### config.mk
export PLATFORM = sky130hd
export DESIGN_NAME = dmem_arbiter_flat
export DESIGN_NICKNAME = d
export VERILOG_FILES = /design/src/rtl/dmem_arbiter_if.sv /design/src/rtl/dmem_arbiter.sv /design/src/flat_wrapper.sv
export SDC_FILE = /design/constraint.sdc
export NUM_CORES = 1
export LEC_CHECK = 0
export ABC_AREA = 0
export CORE_ASPECT_RATIO = 0.75
export CORE_MARGIN = 3
export CORE_UTILIZATION = 45
export DETAILED_ROUTE_END_ITERATION = 8
export DONT_BUFFER_PORTS = 1
export PLACE_DENSITY_LB_ADDON = 0.08
export SYNTH_ARGS = -nofsm -noshare
export SYNTH_HDL_FRONTEND = slang
export SYNTH_SLANG_ARGS = --single-unit
export TNS_END_PERCENT = 1
### constraint.sdc
create_clock -name CLK_50MHZ -period 2.02 [get_ports CLK_50MHZ]
set_input_delay 0.404 -clock CLK_50MHZ [delete_from_list [all_inputs] [get_ports CLK_50MHZ]]
set_output_delay 0.404 -clock CLK_50MHZ [all_outputs]
set_load 0.005 [all_outputs]
### src/rtl/dmem_arbiter_if.sv
// Bus bundle between the two requesters (C = CPU, P = peripheral/DMA), the
// arbiter, and BlockRam port B. The slave modport is the arbiter's view.
interface dmem_arbiter_if #(
   parameter int ADDR_W = 16,
   parameter int DATA_W = 16
);
   logic              c_req, c_lock, c_we, c_gnt, c_rvalid;
   logic [ADDR_W-1:0] c_addr;
   logic [DATA_W-1:0] c_wdata, c_rdata;
   logic              p_req, p_lock, p_we, p_gnt, p_rvalid;
   logic [ADDR_W-1:0] p_addr;
   logic [DATA_W-1:0] p_wdata, p_rdata;
   logic              mem_we;
   logic [ADDR_W-1:0] mem_addr;
   logic [DATA_W-1:0] mem_wdata, mem_rdata;

   modport slave (
      input  c_req, c_lock, c_we, c_addr, c_wdata,
      input  p_req, p_lock, p_we, p_addr, p_wdata,
      input  mem_rdata,
      output c_gnt, c_rvalid, c_rdata,
      output p_gnt, p_rvalid, p_rdata,
      output mem_we, mem_addr, mem_wdata
   );

   modport master (
      output c_req, c_lock, c_we, c_addr, c_wdata,
      output p_req, p_lock, p_we, p_addr, p_wdata,
      output mem_rdata,
      input  c_gnt, c_rvalid, c_rdata,
      input  p_gnt, p_rvalid, p_rdata,
      input  mem_we, mem_addr, mem_wdata
   );
endinterface

### src/rtl/dmem_arbiter.sv
// Two-way arbiter for BlockRam port B: CPU priority with a starvation guard for P,
// bounded locked runs, read-data routing. DMEM_ARB_ROUND_ROBIN_EN selects round-robin.
module dmem_arbiter #(
   parameter int ADDR_W   = 16,
   parameter int DATA_W   = 16,
   parameter int MAX_WAIT = 8,
   parameter int LOCK_MAX = 4
) (
   input  logic          CLK_50MHZ,
   input  logic          reset,
   dmem_arbiter_if.slave bus
);
   typedef enum logic [1:0] {S_IDLE, S_LOCK_C, S_LOCK_P} state_t;

   state_t     r_state, w_next;
   logic [3:0] r_lock_cnt, w_lock_cnt_nxt, w_run;
   logic       w_gnt_c, w_gnt_p;
   logic       r_rvalid_c, r_rvalid_p;

`ifdef DMEM_ARB_ROUND_ROBIN_EN
   logic r_last_p;

   always_ff @(posedge CLK_50MHZ or negedge reset) begin
      if (!reset)       r_last_p <= 1'b1;
      else if (w_gnt_c) r_last_p <= 1'b0;
      else if (w_gnt_p) r_last_p <= 1'b1;
   end
`else
   logic [3:0] r_wait_cnt;
   logic       w_starve;

   assign w_starve = (r_wait_cnt == 4'(MAX_WAIT));

   always_ff @(posedge CLK_50MHZ or negedge reset) begin
      if (!reset)                       r_wait_cnt <= '0;
      else if (bus.p_req && !w_gnt_p) begin
         if (!w_starve)                 r_wait_cnt <= r_wait_cnt + 4'd1;
      end
      else                              r_wait_cnt <= '0;
   end
`endif

   always_ff @(posedge CLK_50MHZ or negedge reset) begin
      if (!reset) begin
         r_state    <= S_IDLE;
         r_lock_cnt <= '0;
      end else begin
         r_state    <= w_next;
         r_lock_cnt <= w_lock_cnt_nxt;
      end
   end

   // r_lock_cnt counts grants already issued in the current run; the
   // LOCK_MAX-th grant of a run always releases ownership.
   always_comb begin
      w_next         = S_IDLE;
      w_lock_cnt_nxt = '0;
      w_run          = '0;
      if (w_gnt_c && bus.c_lock) begin
         w_run = (r_state == S_LOCK_C) ? r_lock_cnt + 4'd1 : 4'd1;
         if (w_run < 4'(LOCK_MAX)) begin
            w_next         = S_LOCK_C;
            w_lock_cnt_nxt = w_run;
         end
      end else if (w_gnt_p && bus.p_lock) begin
         w_run = (r_state == S_LOCK_P) ? r_lock_cnt + 4'd1 : 4'd1;
         if (w_run < 4'(LOCK_MAX)) begin
            w_next         = S_LOCK_P;
            w_lock_cnt_nxt = w_run;
         end
      end
   end

   always_comb begin
      w_gnt_c = 1'b0;
      w_gnt_p = 1'b0;
      case (r_state)
         S_LOCK_C: w_gnt_c = bus.c_req;
         S_LOCK_P: w_gnt_p = bus.p_req;
         default: begin
`ifdef DMEM_ARB_ROUND_ROBIN_EN
            if (bus.c_req && bus.p_req) begin
               w_gnt_c = r_last_p;
               w_gnt_p = !r_last_p;
            end else begin
               w_gnt_c = bus.c_req;
               w_gnt_p = bus.p_req;
            end
`else
            if (w_starve && bus.p_req) w_gnt_p = 1'b1;
            else if (bus.c_req)        w_gnt_c = 1'b1;
            else                       w_gnt_p = bus.p_req;
`endif
         end
      endcase
      // No access may be issued while reset is held, even mid-cycle.
      if (!reset) begin
         w_gnt_c = 1'b0;
         w_gnt_p = 1'b0;
      end
      bus.mem_we    = 1'b0;
      bus.mem_addr  = '0;
      bus.mem_wdata = '0;
      if (w_gnt_c) begin
         bus.mem_we    = bus.c_we;
         bus.mem_addr  = bus.c_addr;
         bus.mem_wdata = bus.c_wdata;
      end else if (w_gnt_p) begin
         bus.mem_we    = bus.p_we;
         bus.mem_addr  = bus.p_addr;
         bus.mem_wdata = bus.p_wdata;
      end
   end

   always_ff @(posedge CLK_50MHZ or negedge reset) begin
      if (!reset) begin
         r_rvalid_c <= 1'b0;
         r_rvalid_p <= 1'b0;
      end else begin
         r_rvalid_c <= w_gnt_c && !bus.c_we;
         r_rvalid_p <= w_gnt_p && !bus.p_we;
      end
   end

   assign bus.c_gnt    = w_gnt_c;
   assign bus.p_gnt    = w_gnt_p;
   assign bus.c_rvalid = r_rvalid_c;
   assign bus.p_rvalid = r_rvalid_p;
   assign bus.c_rdata  = bus.mem_rdata;
   assign bus.p_rdata  = bus.mem_rdata;
endmodule
### src/flat_wrapper.sv
// flat-port wrapper written by rule: the top's interface ports become plain ports
module dmem_arbiter_flat 
#(
   parameter int ADDR_W   = 16,
   parameter int DATA_W   = 16,
   parameter int MAX_WAIT = 8,
   parameter int LOCK_MAX = 4
)
  (CLK_50MHZ, reset, bus_c_req, bus_c_lock, bus_c_we, bus_c_addr, bus_c_wdata, bus_p_req, bus_p_lock, bus_p_we, bus_p_addr, bus_p_wdata, bus_mem_rdata, bus_c_gnt, bus_c_rvalid, bus_c_rdata, bus_p_gnt, bus_p_rvalid, bus_p_rdata, bus_mem_we, bus_mem_addr, bus_mem_wdata);
  dmem_arbiter_if #(.ADDR_W(ADDR_W), .DATA_W(DATA_W)) bus_i ();
  input  logic CLK_50MHZ;
  input  logic reset;
  input wire logic [$bits(bus_i.c_req)-1:0] bus_c_req;
  input wire logic [$bits(bus_i.c_lock)-1:0] bus_c_lock;
  input wire logic [$bits(bus_i.c_we)-1:0] bus_c_we;
  input wire logic [$bits(bus_i.c_addr)-1:0] bus_c_addr;
  input wire logic [$bits(bus_i.c_wdata)-1:0] bus_c_wdata;
  input wire logic [$bits(bus_i.p_req)-1:0] bus_p_req;
  input wire logic [$bits(bus_i.p_lock)-1:0] bus_p_lock;
  input wire logic [$bits(bus_i.p_we)-1:0] bus_p_we;
  input wire logic [$bits(bus_i.p_addr)-1:0] bus_p_addr;
  input wire logic [$bits(bus_i.p_wdata)-1:0] bus_p_wdata;
  input wire logic [$bits(bus_i.mem_rdata)-1:0] bus_mem_rdata;
  output wire logic [$bits(bus_i.c_gnt)-1:0] bus_c_gnt;
  output wire logic [$bits(bus_i.c_rvalid)-1:0] bus_c_rvalid;
  output wire logic [$bits(bus_i.c_rdata)-1:0] bus_c_rdata;
  output wire logic [$bits(bus_i.p_gnt)-1:0] bus_p_gnt;
  output wire logic [$bits(bus_i.p_rvalid)-1:0] bus_p_rvalid;
  output wire logic [$bits(bus_i.p_rdata)-1:0] bus_p_rdata;
  output wire logic [$bits(bus_i.mem_we)-1:0] bus_mem_we;
  output wire logic [$bits(bus_i.mem_addr)-1:0] bus_mem_addr;
  output wire logic [$bits(bus_i.mem_wdata)-1:0] bus_mem_wdata;
  assign bus_i.c_req = bus_c_req;
  assign bus_i.c_lock = bus_c_lock;
  assign bus_i.c_we = bus_c_we;
  assign bus_i.c_addr = bus_c_addr;
  assign bus_i.c_wdata = bus_c_wdata;
  assign bus_i.p_req = bus_p_req;
  assign bus_i.p_lock = bus_p_lock;
  assign bus_i.p_we = bus_p_we;
  assign bus_i.p_addr = bus_p_addr;
  assign bus_i.p_wdata = bus_p_wdata;
  assign bus_i.mem_rdata = bus_mem_rdata;
  assign bus_c_gnt = bus_i.c_gnt;
  assign bus_c_rvalid = bus_i.c_rvalid;
  assign bus_c_rdata = bus_i.c_rdata;
  assign bus_p_gnt = bus_i.p_gnt;
  assign bus_p_rvalid = bus_i.p_rvalid;
  assign bus_p_rdata = bus_i.p_rdata;
  assign bus_mem_we = bus_i.mem_we;
  assign bus_mem_addr = bus_i.mem_addr;
  assign bus_mem_wdata = bus_i.mem_wdata;
  dmem_arbiter #(.ADDR_W(ADDR_W), .DATA_W(DATA_W), .MAX_WAIT(MAX_WAIT), .LOCK_MAX(LOCK_MAX)) u_core (.CLK_50MHZ(CLK_50MHZ), .reset(reset), .bus(bus_i));
endmodule
==> results of run 1 <==
worst min-delay path by stage:
stage / endpoint
after CTS: u_core.bus.c_rvalid
after floorplan: u_core.bus.c_rvalid
after detailed placement: u_core.r_lock_cnt[3]
after global placement: u_core.r_lock_cnt[3]
final: u_core.bus.c_rvalid
after global routing: u_core.bus.c_rvalid
worst max-delay path, delay by kind of cell, from the launching register on:
family	cells	cell delay (ps)
compound gates	4	610
flops	1	390
buf+inv	3	360
fa+ha+maj	1	220
logic make-up (layout without fill, tap and decap cells):
group | Yosys count | count (layout) | share of synthesized area (%)
AOI/OAI and AO/OA | 52 | 52 | 34.9
buffers and inverters | 46 | 23 | 25.7
and+or+nand+nor | 25 | 25 | 8.77
DFF | 12 | 12 | 22.4
adders and majority gates | 5 | 5 | 4.66
xor gates and xnor gates | 5 | 5 | 3.26
other | 1 | 2 | 0.280
sequential cells by signal, indices dropped and copies added, names as in the netlist:
register,flops
u_core.r_state,2
u_core.bus.c_rvalid,1
u_core.r_wait_cnt,4
u_core.bus.p_rvalid,1
u_core.r_lock_cnt,4
cells in the final DEF, fill, tap and decap left out, types with 2 or more instances in the layout:
cell type / count
nor2_1: 6
buf_4: 9
o2111a_1: 2
nand2_1: 8
xor2_1: 4
nand3_1: 3
clkbuf_8: 3
a22o_1: 33
conb_1: 2
ha_1: 3
a211oi_1: 2
inv_1: 5
dfrtp_1: 12
a21oi_1: 3
o21ai_0: 3
nor3_1: 3
buf_12: 3
power by group:
| part | leakage [nW] | total, W | internal (W) | switching (W) |
|---|---|---|---|---|
| clock | 0.0216 | 0.000213 | 0.000131 | 0.0000820 |
| combinational | 0.368 | 0.000196 | 0.0000981 | 0.0000982 |
| sequential | 0.159 | 0.000263 | 0.000252 | 0.0000104 |
area by class of cell:
cell class / count / area, um2
Inverter: 6 / 22.5
Tap cell: 36 / 45.0
Sequential cell: 12 / 300
Timing Repair Buffer: 14 / 165
Fill cell: 261 / 1430
Multi-Input combinational cell: 89 / 714
Clock buffer: 3 / 41.3
through the flow:
stage	setup TNS (ps)	worst slack, ps	area, um2	total power (W)
2_1_floorplan	-2460	-81.8	1350	0.000459
3_3_place_gp	0	28.7	1170	0.000437
3_5_place_dp	-220	-20.0	1170	0.000440
4_1_cts	-5760	-186	1280	0.000679
5_1_grt	-9050	-282	1290	0.000713
6_report	-6190	-194	1290	0.000672
per-layer routing:
metal	up-vias	routed length, um	track usage [%]
li1	464	-	-
met1	511	1490	22.7
met2	61	2020	31.5
met3	25	319	6.07
met4	0	188	10.4
met5	-	0	0
timing repair:
item / 4_1_cts / 5_1_grt
pin swaps: 4 / 7
setup endpoints to repair: 35 / 35
cloned: 1 / 0
hold buffers: 1 / 0
resized for setup: 3 / 1
hold endpoints to repair: 12 / 0
setup buffers: 2 / 1
==> impl_metrics.yaml, run 1 <==
worst_setup_path:
  cp-end-kind: "output port"
  crit_chain: "inv_2, ha_4, o211ai_4, a21oi_2, a211oi_4, buf_4, buf_12, a22o_1"
  crit_start: "u_core.r_state[0]"
  crit_fanout: 17
  endpoint: "bus_mem_addr[12]"
  rr_worst_depth: 8
  start_kind: "flip-flop"
  cp.required_ps: 1620
  cpPeakStageDelay_ps: 390
  path_class: "flip-flop to output port"
  reg2reg_from: "u_core.r_wait_cnt[0]"
  arrival_ps: 1810
  rrSetupSlack_ps: 110
  cp_slowest_cell: "dfrtp_1"
  r2r-end: "u_core.r_lock_cnt[1]"
synth:
  netlist_area_um2: 1340
  synth_top_cell_area_share_pct: 22.4
  async_reset_ff_share_pct: 100
  synth.distinct_cells: 31
  yosysSeqAreaShare_pct: 22.4
  synth_top_cells_by_count: "buf_4 (34), a22o_1 (33), dfrtp_1 (12), nand2_1 (8)"
  synthFlopType: "dfrtp_1"
  synth_top_area_cell: "dfrtp_1"
  synth_cells: 146
  synth_seq_cells: 12
  synth-edff-count: 0
  syn_avg_cell_area_um2: 9.19
  synthMostInstantiatedCell: "buf_4"
  synth_warnings: 0
  ys_top_cells_by_area: "dfrtp_1 (22%), a22o_1 (22%), buf_4 (19%)"
layout:
  syn_to_final_growth_pct: -3.92
  final_core_util_pct: 47.3
  finalNonFillerCells: 160
  drive_gt1_share_pct: 18.5
  diodes: 0
  layout.nets: 219
die:
  core_um2: 2720
  io_pins: 157
  die-area_um2: 3680
  die_w_um: 69.0
  rows: 16
  die_h_um: 53.3
  start_util_pct: 49.3
sta:
  worst_slack_ps: -194
  finalHoldViolCount: 0
  slew_headroom_pct: 63.7
  fmax_mhz: 452
  worst_pin_slew_ps: 542
  clock_skew_ps: 0.384
  fin_crit_ps: 2210
  finalMaxSlewViolations: 0
  fin_crit_sh_pct: 110
  rsz0062_at_grt: "true"
  whs_ps: 234
  setup_viol: 34
flow_run:
  maxCapViolCount: 0
detailed_routing:
  final_antenna_net_count: 0
  drc: 0
  drtIter0Drc: 48
  num_vias: 1061
  drt-pass1-iter-count: 4
  vias_per_cell: 6.63
  drt_wl_total_mm: 4.02
  wl_per_cell_um: 25.1
hold_path:
  min-delay-path-class: "primary input to flip-flop"
  hold_path_startpoint: "bus_c_we"
  hold_path_depth: 1
cts:
  cts_buffers: 3
  htreeDepth: 1
  clk_latency_ps: 230
  cts_root_buffer: "clkbuf_8"
  clk_pin_slew_ps: 50
  cts_tree: "built"
  clock_sinks: 12
  clockBufferDepth: 2
global_route:
  antenna_found_initial: 0
  grt_pass1_vias: 994
  grt_usage_pct: 19.2
  grt_pass1_wl_mm: 5.35
  grt_overflow: 0
  grt_max_degree: 25
place:
  place_congestion: 0.818
  hpwl_mm: 3.26
  place.port_buffers: 0
  place_inst: 152
outcome:
  status: "finished, violations left"
  violations: "negative setup slack"
pwr:
  peakVddDrop_uv: 420
  p_per_area_nw_per_um2: 521
  p_leak_nw: 0.548
(Power assumes the default switching activity.)
==> run 2: changes to the inputs <==
--- a/config.mk
+++ b/config.mk
@@ -6,11 +6,11 @@
 export NUM_CORES = 1
 export LEC_CHECK = 0
 export ABC_AREA = 0
-export CORE_ASPECT_RATIO = 0.75
 export CORE_MARGIN = 3
 export CORE_UTILIZATION = 45
 export DETAILED_ROUTE_END_ITERATION = 8
 export DONT_BUFFER_PORTS = 1
+export MAX_ROUTING_LAYER = met4
 export PLACE_DENSITY_LB_ADDON = 0.08
 export SYNTH_ARGS = -nofsm -noshare
 export SYNTH_HDL_FRONTEND = slang
==> run 2 against run 1 <==
Net effect: non-clock buffer count increased by 1; maximum frequency shrank 2.8%; largest power group unchanged; first-iteration DRC count shrank 56%; sequential power is essentially flat; largest cell class unchanged; worst setup slack got worse by 64 ps; total power about the same; highest routed layer unchanged; clock power fell by 8%; routed wire length is 1.6% higher; sequential share of layout area is 0.57 points lower; the flow still finishes with violations (negative setup slack); via count decreased by 4.1%; global-route usage increased by 1.8 points.
==> impl_metrics.yaml, run 2 (same netlist as run 1, synthesis figures left out) <==
sta:
  finalMaxSlewViolations: 0
  fin_crit_ps: 2280
  finalHoldViolCount: 0
  tns_ps: -7830
  rsz0062_at_grt: "true"
  clock_skew_ps: 4.14
  worst_pin_slew_ps: 570
  setup_viol: 34
  fin_crit_sh_pct: 113
  worst_slack_ps: -257
  slew_headroom_pct: 61.9
  fmax_mhz: 439
place:
  place.port_buffers: 0
  place_congestion: 0.834
  dpl_cell_area_um2: 1170
  hpwl_mm: 3.21
worst_setup_path:
  critPathBufInv: 3
  cp.required_ps: 1620
  arrival_ps: 1870
  cp_slowest_cell: "dfrtp_1"
  cpPeakStageDelay_ps: 400
  crit_family: "compound AO/OA/AOI/OAI gates"
  r2r-end: "u_core.r_state[1]"
  rr_worst_depth: 7
  rrSetupSlack_ps: 150
  cp-end-kind: "output port"
  reg2reg_from: "u_core.r_state[0]"
  crit_fanout: 8
  crit_chain: "inv_2, ha_4, o211ai_4, a21oi_2, a211oi_4, buf_6, clkbuf_16, a22o_1"
  start_kind: "flip-flop"
  path_class: "flip-flop to output port"
global_route:
  grt_max_degree: 26
  grt_pass1_vias: 995
  antenna_found_initial: 0
  grt_overflow: 0
  grt_usage_pct: 21.0
  grt_pass1_wl_mm: 5.33
cts:
  clockBufferDepth: 2
  cts_root_buffer: "clkbuf_4"
  clk_latency_ps: 280
  clock_sinks: 12
  cts_buffers: 3
  cts_tree: "built"
  clk_pin_slew_ps: 80
  htreeDepth: 1
hold_path:
  min_to: "u_core.bus.p_rvalid"
  min-delay-path-class: "primary input to flip-flop"
  hold_path_startpoint: "bus_p_we"
  hold_path_depth: 1
pwr:
  p_sw_share_pct: 29.9
  clock_power_share_pct: 29.3
  seqPwrFrac_pct: 38.9
  p_leak_nw: 0.568
  p_per_area_nw_per_um2: 508
  switching_power_w: 0.000201
  p_int_w: 0.000471
  peakVddDrop_uv: 327
  comb_power_share_pct: 31.8
die:
  start_util_pct: 47.8
  rows: 19
  core_um2: 2810
  io_pins: 157
  die_w_um: 60.6
  die_h_um: 60.6
  die-area_um2: 3670
detailed_routing:
  drc: 0
  final_antenna_net_count: 0
  vias_per_cell: 6.48
  num_vias: 1018
  drt_wl_total_mm: 4.09
  wl_per_cell_um: 26.0
  drtIter0Drc: 21
  drt-pass1-iter-count: 4
outcome:
  status: "finished, violations left"
  violations: "negative setup slack"
layout:
  fin_area_um2: 1320
  diodes: 0
  layout_common_cells: "a22o_1 (32), dfrtp_1 (12), nand2_1 (8)"
  mostFrequentLayoutCell: "a22o_1"
  fill_cells: 276
  syn_to_final_growth_pct: -1.49
  layout.nets: 220
  top_regs: "u_core.r_lock_cnt x4, u_core.r_wait_cnt x4, u_core.r_state x2"
  drive_gt1_share_pct: 22.2
flow_run:
  maxCapViolCount: 0
[run 2: worst max-delay path by stage]
stage	from	endpoint	slack [ps]	depth (start not counted)
2_1_floorplan	u_core.r_state[0]	bus_mem_addr[0]	-80	8
3_3_place_gp	u_core.r_state[0]	bus_mem_wdata[6]	30	6
3_5_place_dp	u_core.r_state[0]	bus_mem_wdata[5]	-20	6
4_1_cts	u_core.r_state[0]	bus_mem_wdata[5]	-250	8
5_1_grt	u_core.r_state[0]	bus_mem_addr[11]	-330	8
6_report	u_core.r_state[0]	bus_mem_addr[4]	-260	8
[run 2: power by group through the flow]
stage | clock network, W | logic [W] | registers [W]
floorplan | 0 | 0.000196 | 0.000263
global placement | 0 | 0.000175 | 0.000265
detailed placement | 0 | 0.000178 | 0.000266
CTS | 0.000207 | 0.000203 | 0.000261
global route | 0.000211 | 0.000234 | 0.000264
finish | 0.000197 | 0.000213 | 0.000261
[run 2: cell type report]
type                    instances  area, um2  area share (%)
repair buffers                 15        198            15.0
well taps                      31       38.8            2.94
inverters                       6       22.5            1.70
flip-flops and latches         12        300            22.7
clock buffers                   4       36.3            2.75
multi-input cells              89        726            54.9
[run 2: metal layers]
metal	share of wire, %	wire length [um]	GRT usage, %
met5	0	0	-
met4	1.2	50	6.19
met3	9.5	388	7.45
met2	51	2070	32.7
met1	39	1570	25.5
[run 2: worst register-to-register path: cells and delay by family, from the launching register on]
kind,cells,cell delay [ps]
adder cells (fa/ha/maj),1,210
flip-flops,1,400
buffers and inverters,2,240
AO/OA/AOI/OAI,4,930
[run 2: per-stage QoR]
stage          setup slack, ps  total power, W  hold WS, ps  util, %  instances
2_1_floorplan            -81.8        0.000459          108        -        147
3_3_place_gp              29.6        0.000440          109     41.6        147
3_5_place_dp             -22.1        0.000444          109     41.6        147
4_1_cts                   -254        0.000671          172     45.5        156
5_1_grt                   -334        0.000709          178     47.1        157
6_report                  -257        0.000672          188     47.1        157
[run 2: repair_timing]
action,CTS,global route
hold endpoints to repair,12,0
hold buffers,1,0
cloned,1,1
pin swaps,5,13
gates resized for setup,4,5
buffers inserted,3,0
setup endpoints to repair,35,35
==> run 3: changes to the inputs <==
--- a/config.mk
+++ b/config.mk
@@ -15,4 +15,4 @@
 export SYNTH_ARGS = -nofsm -noshare
 export SYNTH_HDL_FRONTEND = slang
 export SYNTH_SLANG_ARGS = --single-unit
-export TNS_END_PERCENT = 1
+export TNS_END_PERCENT = 100
==> run 3 against run 2 <==
Net effect: routed wire length down 8.2%; global-route usage down 1.6 points; die area unchanged; first-iteration DRC count up 90%; critical path type unchanged; cell area down 3.2%; the run still ends with negative setup slack left; clock skew up 10 ps; count of clock-buffer cells in the layout down 1; sequential share of layout area up 0.76 points; non-clock buffer count unchanged; via count up 3.7%; largest cell class unchanged.
==> impl_metrics.yaml, run 3 (same netlist as run 1, synthesis figures left out) <==
outcome:
  status: "finished, violations left"
  violations: "negative setup slack"
sta:
  whs_ps: 189
  fin_crit_ps: 2270
  finalMaxSlewViolations: 0
  slew_headroom_pct: 60.3
  tns_ps: -7770
  worst_pin_slew_ps: 594
  clock_skew_ps: 14.2
  fin_crit_sh_pct: 112
  rsz0062_at_grt: "true"
  fmax_mhz: 441
  worst_slack_ps: -248
  setup_viol: 34
  finalHoldViolCount: 0
detailed_routing:
  drc: 0
  wl_per_cell_um: 24.0
  final_antenna_net_count: 0
  num_vias: 1056
  drt_wl_total_mm: 3.75
  drtIter0Drc: 40
  vias_per_cell: 6.77
  drt-pass1-iter-count: 4
worst_setup_path:
  arrival_ps: 1860
  rr_worst_depth: 7
  crit_fanout: 17
  start_kind: "flip-flop"
  path_class: "flip-flop to output port"
  cp-end-kind: "output port"
  cp.required_ps: 1620
die:
  io_pins: 157
  start_util_pct: 47.8
  die_h_um: 60.6
  die_w_um: 60.6
  core_um2: 2810
  rows: 19
  die-area_um2: 3670
layout:
  layout.nets: 220
  drive_gt1_share_pct: 19.2
  diodes: 0
  mostFrequentLayoutCell: "a22o_1"
  top_regs: "u_core.r_lock_cnt x4, u_core.r_wait_cnt x4, u_core.r_state x2"
  layout_common_cells: "a22o_1 (33), dfrtp_1 (12), buf_4 (10)"
  finalNonFillerCells: 156
  syn_to_final_growth_pct: -4.66
cts:
  cts_root_buffer: "clkbuf_4"
  clk_pin_slew_ps: 80
  clock_sinks: 12
  cts_tree: "built"
  clk_latency_ps: 270
  htreeDepth: 1
  clockBufferDepth: 2
  cts_buffers: 3
place:
  hpwl_mm: 3.08
  place_inst: 148
  place_congestion: 0.844
  place.port_buffers: 0
  pre_cts_slack_ps: -22.7
pwr:
  p_leak_nw: 0.548
  peakVddDrop_uv: 449
  p_per_area_nw_per_um2: 477
global_route:
  grt_usage_pct: 19.3
  grt_overflow: 0
  antenna_found_initial: 0
  grt_pass1_wl_mm: 5.00
  grt_pass1_vias: 994
  grt_max_degree: 26
hold_path:
  hold_path_depth: 1
  min-delay-path-class: "primary input to flip-flop"
flow_run:
  maxCapViolCount: 0
run 3: worst paths after layout:
| check | startpoint | to | slack [ps] |
|---|---|---|---|
| max in group asynchronous | reset | u_core.r_lock_cnt[3] | 1050 |
| min | bus_c_we | u_core.bus.c_rvalid | 190 |
| max | u_core.r_state[0] | bus_mem_addr[9] | -250 |
| min in group asynchronous | reset | u_core.r_state[1] | 570 |
| max reg2reg | u_core.r_state[0] | u_core.r_lock_cnt[1] | 140 |
| min reg2reg | u_core.r_wait_cnt[1] | u_core.r_wait_cnt[1] | 570 |
run 3: area by class of cell:
class                   count  area (um2)
fillers                   275        1530
multi-input cells          89         722
flip-flops and latches     12         300
repair buffers             15         173
well taps                  31        38.8
clock buffers               3        22.5
inverters                   6        22.5
run 3: what timing repair did:
item / in CTS / in global routing
cloned: 1 / 0
resized for setup: 4 / 1
hold buffers: 1 / 0
buffers inserted: 2 / 1
hold endpoints to repair: 12 / 0
pin swaps: 8 / 6
endpoints found under the setup margin: 35 / 35
run 3: where the power goes:
group | switching [W] | internal [W] | total, W
logic | 0.000100 | 0.000102 | 0.000202
registers | 0.00000919 | 0.000251 | 0.000261
clock network | 0.0000781 | 0.0000689 | 0.000147
run 3: metal layers:
metal	global-route usage, %	share of wire [%]	up-vias
met5	-	0	-
met2	30.7	50	83
met1	21.4	37	502
met4	7.43	3.2	0
li1	-	-	463
met3	8.30	9.9	8
run 3: per-stage QoR:
stage / power (W) / area [um2] / utilization, %
final: 0.000610 / 1280 / 45.6
after CTS: 0.000613 / 1260 / 45.0
after floorplan: 0.000459 / 1350 / -
after global placement: 0.000440 / 1170 / 41.8
after detailed placement: 0.000442 / 1170 / 41.8
after global routing: 0.000648 / 1280 / 45.6
run 3: worst max-delay path, cell delays in order (launching register included):
cell      delay, ps
dfrtp_1         410
inv_2            80
ha_4            210
o211ai_4        190
a21oi_4          90
a211oi_4        160
buf_4           150
buf_12          130
a22o_1          170
